**src/rtl/multi_bus_sync.sv**
```systemverilog
`timescale 1ns/1ps
// multi_bus_sync
// Synchronises NUM_CH independent qualified buses into the i_clk domain and
// merges the captured words into one valid/ready stream with round-robin
// arbitration. Each channel has a one-entry pending slot. If a new event
// arrives before the slot drains, the slot keeps only the newest word and
// the channel's sticky overrun flag is set.
//
// Ports
//   i_clk           destination clock, rising edge
//   i_rst_n         asynchronous active-low reset
//   i_unsync_bus    NUM_CH packed buses, channel c at [c*BUS_WIDTH +: BUS_WIDTH]
//   i_bus_enable    per-channel unsynchronised qualifier
//   o_sync_bus      per-channel captured bus, same packing as i_unsync_bus
//   o_enable_pulse  per-channel one-cycle pulse, aligned with o_sync_bus update
//   o_out_valid     merged stream valid
//   i_out_ready     merged stream ready
//   o_out_data      merged stream data
//   o_out_ch        source channel of o_out_data
//   o_overrun       sticky per-channel overrun flags
//   i_ovr_clr       synchronous clear of all overrun flags
module multi_bus_sync #(
    parameter int NUM_STAGES  = 2,
    parameter int BUS_WIDTH   = 8,
    parameter int NUM_CH      = 4,
    parameter int TOGGLE_MODE = 0,
    localparam int CH_W       = (NUM_CH > 1) ? $clog2(NUM_CH) : 1
) (
    input  logic                        i_clk,
    input  logic                        i_rst_n,
    input  logic [NUM_CH*BUS_WIDTH-1:0] i_unsync_bus,
    input  logic [NUM_CH-1:0]           i_bus_enable,
    output logic [NUM_CH*BUS_WIDTH-1:0] o_sync_bus,
    output logic [NUM_CH-1:0]           o_enable_pulse,
    output logic                        o_out_valid,
    input  logic                        i_out_ready,
    output logic [BUS_WIDTH-1:0]        o_out_data,
    output logic [CH_W-1:0]             o_out_ch,
    output logic [NUM_CH-1:0]           o_overrun,
    input  logic                        i_ovr_clr
);

    logic [NUM_STAGES-1:0]       r_sync [NUM_CH];
    logic [NUM_CH-1:0]           r_prev;
    logic [NUM_CH*BUS_WIDTH-1:0] r_sync_bus;
    logic [NUM_CH-1:0]           r_enable_pulse;
    logic [NUM_CH-1:0]           r_pend;
    logic [BUS_WIDTH-1:0]        r_pend_data [NUM_CH];
    logic [NUM_CH-1:0]           r_overrun;
    logic                        r_out_valid;
    logic [BUS_WIDTH-1:0]        r_out_data;
    logic [CH_W-1:0]             r_out_ch;
    logic [CH_W-1:0]             r_last_grant;

    logic [NUM_CH-1:0]           w_s;
    logic [NUM_CH-1:0]           w_evt;
    logic [NUM_CH-1:0]           w_ovr_set;
    logic [NUM_CH-1:0]           w_gnt_vec;
    logic                        w_load;
    logic                        w_hi_found;
    logic                        w_lo_found;
    logic [CH_W-1:0]             w_hi_idx;
    logic [CH_W-1:0]             w_lo_idx;
    logic [CH_W-1:0]             w_gnt_idx;

    always_comb begin
        for (int c = 0; c < NUM_CH; c++) begin
            w_s[c] = r_sync[c][NUM_STAGES-1];
        end
    end

    assign w_evt = (TOGGLE_MODE != 0) ? (w_s ^ r_prev) : (w_s & ~r_prev);

    // Round-robin: the first pending channel above last_grant wins; if none
    // is above it, wrap to the lowest pending channel.
    always_comb begin
        w_hi_found = 1'b0;
        w_lo_found = 1'b0;
        w_hi_idx   = '0;
        w_lo_idx   = '0;
        for (int c = 0; c < NUM_CH; c++) begin
            if (r_pend[c]) begin
                if (!w_lo_found) begin
                    w_lo_found = 1'b1;
                    w_lo_idx   = CH_W'(c);
                end
                if (!w_hi_found && (c > int'(r_last_grant))) begin
                    w_hi_found = 1'b1;
                    w_hi_idx   = CH_W'(c);
                end
            end
        end
        w_gnt_idx = w_hi_found ? w_hi_idx : w_lo_idx;
        w_load    = (|r_pend) && (!r_out_valid || i_out_ready);
        w_gnt_vec = '0;
        for (int c = 0; c < NUM_CH; c++) begin
            w_gnt_vec[c] = w_load && (w_gnt_idx == CH_W'(c));
        end
    end

    // A channel granted in the same cycle as its new event vacates the slot
    // first, so the new word lands in an empty slot and is not an overrun.
    assign w_ovr_set = w_evt & r_pend & ~w_gnt_vec;

    always_ff @(posedge i_clk or negedge i_rst_n) begin
        if (!i_rst_n) begin
            for (int c = 0; c < NUM_CH; c++) begin
                r_sync[c]      <= '0;
                r_pend_data[c] <= '0;
            end
            r_prev         <= '0;
            r_sync_bus     <= '0;
            r_enable_pulse <= '0;
            r_pend         <= '0;
            r_overrun      <= '0;
        end else begin
            for (int c = 0; c < NUM_CH; c++) begin
                r_sync[c] <= {r_sync[c][NUM_STAGES-2:0], i_bus_enable[c]};
                if (w_evt[c]) begin
                    r_sync_bus[c*BUS_WIDTH +: BUS_WIDTH] <= i_unsync_bus[c*BUS_WIDTH +: BUS_WIDTH];
                    r_pend_data[c]                       <= i_unsync_bus[c*BUS_WIDTH +: BUS_WIDTH];
                    r_pend[c]                            <= 1'b1;
                end else if (w_gnt_vec[c]) begin
                    r_pend[c] <= 1'b0;
                end
            end
            r_prev         <= w_s;
            r_enable_pulse <= w_evt;
            r_overrun      <= (r_overrun & ~{NUM_CH{i_ovr_clr}}) | w_ovr_set;
        end
    end

    always_ff @(posedge i_clk or negedge i_rst_n) begin
        if (!i_rst_n) begin
            r_out_valid  <= 1'b0;
            r_out_data   <= '0;
            r_out_ch     <= '0;
            r_last_grant <= CH_W'(NUM_CH - 1);
        end else if (w_load) begin
            r_out_valid  <= 1'b1;
            r_out_data   <= r_pend_data[w_gnt_idx];
            r_out_ch     <= w_gnt_idx;
            r_last_grant <= w_gnt_idx;
        end else if (r_out_valid && i_out_ready) begin
            r_out_valid <= 1'b0;
        end
    end

    assign o_sync_bus     = r_sync_bus;
    assign o_enable_pulse = r_enable_pulse;
    assign o_out_valid    = r_out_valid;
    assign o_out_data     = r_out_data;
    assign o_out_ch       = r_out_ch;
    assign o_overrun      = r_overrun;

endmodule

```
**config.mk**
```make
export PLATFORM = sky130hd
export DESIGN_NAME = multi_bus_sync
export DESIGN_NICKNAME = d
export VERILOG_FILES = /design/src/rtl/multi_bus_sync.sv
export SDC_FILE = /design/constraint.sdc
export NUM_CORES = 1
export LEC_CHECK = 0
export ABC_AREA = 1
export CAP_MARGIN = 20
export CORE_MARGIN = 1.5
export CORE_UTILIZATION = 31
export CTS_CLUSTER_DIAMETER = 80
export DETAILED_ROUTE_END_ITERATION = 8
export GPL_TIMING_DRIVEN = 0
export PLACE_DENSITY_LB_ADDON = 0.1
export SLEW_MARGIN = 20
export SYNTH_ARGS = -nofsm -noshare
export SYNTH_HDL_FRONTEND = slang
export SYNTH_SLANG_ARGS = --single-unit
```
**constraint.sdc**
```tcl
create_clock -name i_clk -period 2.4 [get_ports i_clk]
set_clock_uncertainty 0.15 [all_clocks]
set_input_delay 0.24 -clock i_clk [delete_from_list [all_inputs] [get_ports i_clk]]
set_output_delay 0.24 -clock i_clk [all_outputs]
set_load 0.01 [all_outputs]
```
==> Word level (Yosys, flattened, before mapping) <==
Cells that the tools add are included.
{ "op_classes": {"magnitude_cmp": 4, "n_eq_ne": 3, "mux": 35, "n_bitwise": 9, "reduce_logical": 19} }
{ "op_table": {"columns": ["operator", "count"], "rows": [
  ["$mux W1", 23],
  ["$mux W2", 9],
  ["$and A4 B4 Y4", 4],
  ["$bmux W8 S2", 1],
  ["$mux W8", 2],
  ["$not A4 Y4", 3],
  ["$reduce_bool A2 Y1", 5],
  ["$logic_and A1 B1 Y1", 8],
  ["$eq A2 B2 Y1 const B", 2],
  ["$gt A2 B2 Y1 const A", 2],
  ["$or A4 B4 Y4", 1],
  ["$reduce_or A4 Y1", 1],
  ["$ge A3 B3 Y1 const B", 1],
  ["$logic_not A1 Y1", 3],
  ["$not A2 Y3", 1],
  ["$eq A2 B1 Y1 const B", 1],
  ["$gt A1 B2 Y1 const A", 1],
  ["$logic_not A2 Y1", 1],
  ["$logic_or A1 B1 Y1", 1]
]} }
{ "totals": {"regBits": 69, "inputBits": 40, "out_inout_bits": 51, "word_cells": 89} }

==> Depth between registers and ports, before layout <==
{ "depth": {"word_depth": 17, "depth_mapped": 12} }

==> Worst setup path before layout <==
No wires, ideal clock.
{ "synth_timing": {"kind": "reg-to-reg", "from": "register r_last_grant[1]", "to": "register r_out_data[1] (netlist: o_out_data[1])", "setup_ns": 0.116, "arrival_time_ns": 1.367, "required_ns": 2.134, "slack_ns": 0.766, "stages_incl_launch_ff": 13, "path_buffers": 1, "synth_period_minus_slack_ns": 1.634, "cell_sequence": "dfstp_2 nand2_1 nand2_1 nand2_1 nor2_4 nand2_4 nand2_8 buf_12 nand2_2 nand3_1 nand2_1 nand2_1 nand2_1"} }
{ "synth_via": {"elab_chain_len": 16} }
{ "synth_rtl": {"columns": ["item", "line_no", "source"], "rows": [
  ["from (decl)", "53", "logic [CH_W-1:0] r_last_grant;"],
  ["from (signal assigned)", "138", "r_last_grant <= CH_W'(NUM_CH - 1);"],
  ["from (signal assigned)", "143", "r_last_grant <= w_gnt_idx;"],
  ["$gt A1 B2 Y1", "87", "if (!w_hi_found && (c > int'(r_last_grant))) begin"],
  ["$mux W1", "87", null],
  ["$mux W1", "82", "if (r_pend[c]) begin"],
  ["$logic_not A1 Y1", "87", null],
  ["$logic_and A1 B1 Y1", "87", null],
  ["$mux W1", "87", null],
  ["$mux W1", "82", null],
  ["$logic_not A1 Y1", "87", null],
  ["$logic_and A1 B1 Y1", "87", null],
  ["$mux W2 / $mux W1 (equally long branches)", "87", null],
  ["$mux W2 / $mux W1 (equally long branches)", "82", null],
  ["$mux W2 *", "93", "w_gnt_idx = w_hi_found ? w_hi_idx : w_lo_idx;"],
  ["$not A2 Y3 (implied by the code) *", "141", "r_out_data <= r_pend_data[w_gnt_idx];"],
  ["$bmux W8 S2 *", "141", null],
  ["$mux W8 (implied by the code) * (2 in a row)", "141", null],
  ["to (signal assigned)", "141", null],
  ["to (decl)", "51", "logic [BUS_WIDTH-1:0] r_out_data;"]
]} }
Mark *: on every way between the ends. The rest lies on a longest branch, timed or not. The select of a mux whose other input is x is not followed.
A chain may end at the register's enable or synchronous reset.

==> Worst setup path in the final report <==
{ "layout_timing": {"from": "register r_last_grant[1]", "to": "register r_out_data[4] (netlist: o_out_data[4])"} }
The elaborated chain is that of the path after synthesis.

==> implementation parameters <==
Parameter                              Value

Critical path
  CP required ... 2490 ps
  Buffers plus inverters on the worst setup path ... 2
  Depth of the worst register-to-register path ... 12
  Largest incremental delay on the critical path ... 580 ps
  Cell family with most CP delay ... simple AND/OR/NAND/NOR gates
  CP Class ... reg -> reg
  Most common cell type on the critical path ... sky130_fd_sc_hd__nand2_1
  CP max FO ... 10
  Capture instance of the worst register-to-register path ... o_out_data[4]
  Max stage delay cell, worst path ... sky130_fd_sc_hd__dfstp_2
  Register-to-register setup slack ... 540 ps
  Cells along the critical path ... inv_2, nand2_1, nand2_1, nor2_4, nand2_4, nand2_8, buf_12, nand2_2, nand3_1, nand2_1, nand2_1, nand2_1
  Data arrival, critical path ... 1940 ps
  FF-to-FF Start ... r_last_grant[1]
  Logic depth of the worst setup path including buffers ... 12
  Type of destination of the critical path ... flop
  CP Launch Type ... flop

Drt
  Metal3 WL ... 403 um
  Total via count in the routed design ... 2,429
  DRC violation count after routing ... 0
  Final WL ... 7533 um
  Average routed wire per standard cell ... 13.85 um
  Highest metal used ... met4
  Detailed-router iteration count before antenna repair ... 4
  Vias/cell ... 4.465
  Antenna Nets Post-Route ... 0
  DR iter-0 viols ... 76
  Length of routed met2 wiring ... 3623 um
  Routed length on met1 ... 3392 um

Synthesis
  Portion of the post-synthesis area used by sequential elements ... 0.5959
  Biggest area consumer among synthesized cells ... sky130_fd_sc_hd__dfrtp_1
  Compound-cell area share of the yosys netlist ... 0.07460
  Ys flop type ... sky130_fd_sc_hd__dfrtp_1
  Most frequently used cell type in the post-synthesis netlist ... sky130_fd_sc_hd__nand2_1
  Area contributors post-synth ... sky130_fd_sc_hd__dfrtp_1 58%, sky130_fd_sc_hd__nand2_1 13%, sky130_fd_sc_hd__o21ai_0 6.4%
  Fraction of post-synthesis cell area in the top cell type by area ... 0.5778
  Netlist area before placement ... 0.002902 sq mm
  Top cell types by occurrence after synthesis ... 98 x sky130_fd_sc_hd__nand2_1, 67 x sky130_fd_sc_hd__dfrtp_1, 49 x sky130_fd_sc_hd__inv_1
  Post-Synth Adder-Cell Area ... 0
  Share of synthesized cell area in and, or, nand and nor gates ... 0.2406
  Synthesized-area fraction occupied by xor and xnor cells ... 0
  Share of synthesized registers carrying an async set or reset ... 1.000
  Count of different cell masters after synthesis ... 20
  Gate Count Post-Synth ... 325
  Number of warnings reported in the yosys synthesis log ... 0
  Syn nets ... 365
  Total of flip-flops plus latches after synthesis ... 69
  Dominant combinational cell family by area after synthesis ... simple AND/OR/NAND/NOR gates
  Portion of netlist area occupied by mux cells ... 0
  Number of enable flip-flop cells after synthesis ... 0
  Mean Syn Cell Area ... 8.928 sq um

Clock network
  Post-CTS Setup Bufs ... 0
  Clock root buffer ... sky130_fd_sc_hd__clkbuf_8
  H-tree lvl count ... 3
  CTS tree ... built
  Clock insertion delay at the later pin of the skew report ... 350 ps
  CTS Sinks ... 69
  Post-cts sizing count ... 0
  Clk buf depth ... 2
  Inserted Clock Buffers ... 9
  Post-CTS clock slew at the launch and capture registers of the worst setup and hold paths ... 70 ps

Placed design
  Cell area reported after detailed placement ... 0.003959 sq mm
  Half-perimeter wire length after placement ... 5698 um
  Quantity of I/O buffers inserted on ports ... 90
  Number of cells in the design after placement ... 527
  Global placement routability congestion ... 0.7799

Timing
  Tmin final ... 1856 ps
  Final number of setup-violating endpoints ... 0
  Minimum hold slack ... 172.2 ps
  Fmax achieved ... 538.7 MHz
  Post-route clock period utilization ... 0.7735
  Unrepaired setup endpoints after global routing ... false
  Slew at the pin closest to its max-slew limit ... 629.5 ps
  Hold Violations, Final ... 0
  Relative max-transition margin ... 0.5788
  Post-route setup TNS ... 0 ps
  Slew Limit Fails ... 0

Floorplanning
  Effective utilization at floorplan ... 0.3170
  Die W ... 99.75 um
  Core region area ... 0.009153 sq mm
  I/O Pins ... 91
  Count of standard-cell rows ... 35
  Die Ht ... 99.75 um
  Floorplan die area ... 0.009949 sq mm

Power and ir drop
  Peak supply drop ... 438.0 uV
  Leakage power total ... 1.979 nW
  Power density over cell area ... 1142 mW/mm^2

Min path
  Worst hold path depth ... 1
  Class of the worst hold path ... in -> reg
  Hold Path Origin ... i_bus_enable[1]
  Endpoint of the worst hold path ... r_sync[4]

Final layout
  Final cell utilization of the core ... 0.4592
  Fraction of final layout cells sized beyond drive strength 1 ... 0.09931
  Count of nets after finishing ... 468
  Antenna diode count ... 0
  Growth of design area from synthesis to finish ... 44.85%
  Design Area, Final ... 0.004203 sq mm
  Non-filler cells, final ... 544

Global routing
  Number of antenna violations at the first check in global routing ... 0
  Pin count of the biggest net entering global routing ... 36
  Overall track demand over capacity in global routing ... 0.1629
  First-pass GRT wire length ... 12,230 um
  Congestion Overflow GR ... 0
  Vias in the first global route ... 2,438

Job
  Max-capacitance violation count ... 0

Run status
  Result of the run ... complete, no violations
[registers in the layout (all words and copies together) (netlist names)]
register,flops
o_enable_pulse,4
o_overrun,4
o_sync_bus,24
r_last_grant,2
r_sync,8
o_out_valid,1
o_out_ch,2
r_prev,4
o_out_data,8
r_pend_data,8
r_pend,4
[worst max-delay path by stage]
stage / startpoint / slack [ps] / end
2_1_floorplan: r_last_grant[1] / 770 / o_out_data[1]
3_5_place_dp: i_out_ready / 470 / o_out_valid
3_3_place_gp: i_rst_n / -1500 / r_pend_data[4]
5_1_grt: r_last_grant[1] / 360 / o_out_data[7]
4_1_cts: r_last_grant[1] / 520 / o_out_data[4]
6_report: r_last_grant[1] / 540 / o_out_data[4]
[repair_timing]
item,in CTS,in global routing
hold endpoints to repair,34,0
setup endpoints to repair,0,0
hold buffers,1,0
[cell type report]
| class | count | area, sq um |
|---|---|---|
| clock inverter | 5 | 82.58 |
| sequential | 69 | 1729 |
| buffer | 10 | 70.07 |
| tap | 111 | 138.9 |
| clock buffer | 11 | 151.4 |
| multi-input combinational | 196 | 914.6 |
| timing repair buffer | 92 | 928.4 |
| inverter | 50 | 187.7 |
| fill | 938 | 4950 |
[report_power, final]
part	internal, W	leakage, nW	switching [W]
clock	0.000641	0.108	0.000451
sequential	0.00142	0.831	0.000161
combinational	0.000927	1.04	0.00119
total	0.00299	1.98	0.00181
[placed cells by master (no fill, tap or decap)]
cell type and count:
sky130_fd_sc_hd__o21ai_1 4, sky130_fd_sc_hd__dlygate4sd3_1 1, sky130_fd_sc_hd__buf_12 2, sky130_fd_sc_hd__clkinvlp_4 3, sky130_fd_sc_hd__clkdlybuf4s50_1 89, sky130_fd_sc_hd__dfrtp_1 67
sky130_fd_sc_hd__nand3_2 3, sky130_fd_sc_hd__inv_2 1, sky130_fd_sc_hd__clkbuf_8 11, sky130_fd_sc_hd__nand3_1 32, sky130_fd_sc_hd__bufinv_16 2, sky130_fd_sc_hd__clkbuf_1 5
sky130_fd_sc_hd__buf_6 1, sky130_fd_sc_hd__nand2_8 1, sky130_fd_sc_hd__buf_2 1, sky130_fd_sc_hd__o21ai_0 37, sky130_fd_sc_hd__dfstp_2 2, sky130_fd_sc_hd__nand2_1 98
sky130_fd_sc_hd__nand2_2 9, sky130_fd_sc_hd__o21bai_2 1, sky130_fd_sc_hd__inv_1 49, sky130_fd_sc_hd__nor2_4 2, sky130_fd_sc_hd__nor2_1 8, sky130_fd_sc_hd__nand2_4 1
sky130_fd_sc_hd__buf_4 3
[stage by stage]
stage | total power (W) | worst slack [ps]
after global routing | 0.005171 | 359.7
final | 0.004798 | 543.7
after global placement | 0.003720 | -1501
after floorplan | 0.002933 | 766.1
after detailed placement | 0.003755 | 466.3
after CTS | 0.004874 | 523.7
[routing by layer]
metal,global-route usage,up-vias
met4,0.06501,0
li1,-,1210
met5,0,-
met1,0.2157,1144
met2,0.2527,66
met3,0.04498,9
[cells by family after synthesis]
kind of cell           after synthesis
AO/OA/AOI/OAI                       42
buffers and inverters               60
flip-flops                          69
AND/OR/NAND/NOR                    154
Note: power is estimated with default switching activity, not from simulation.
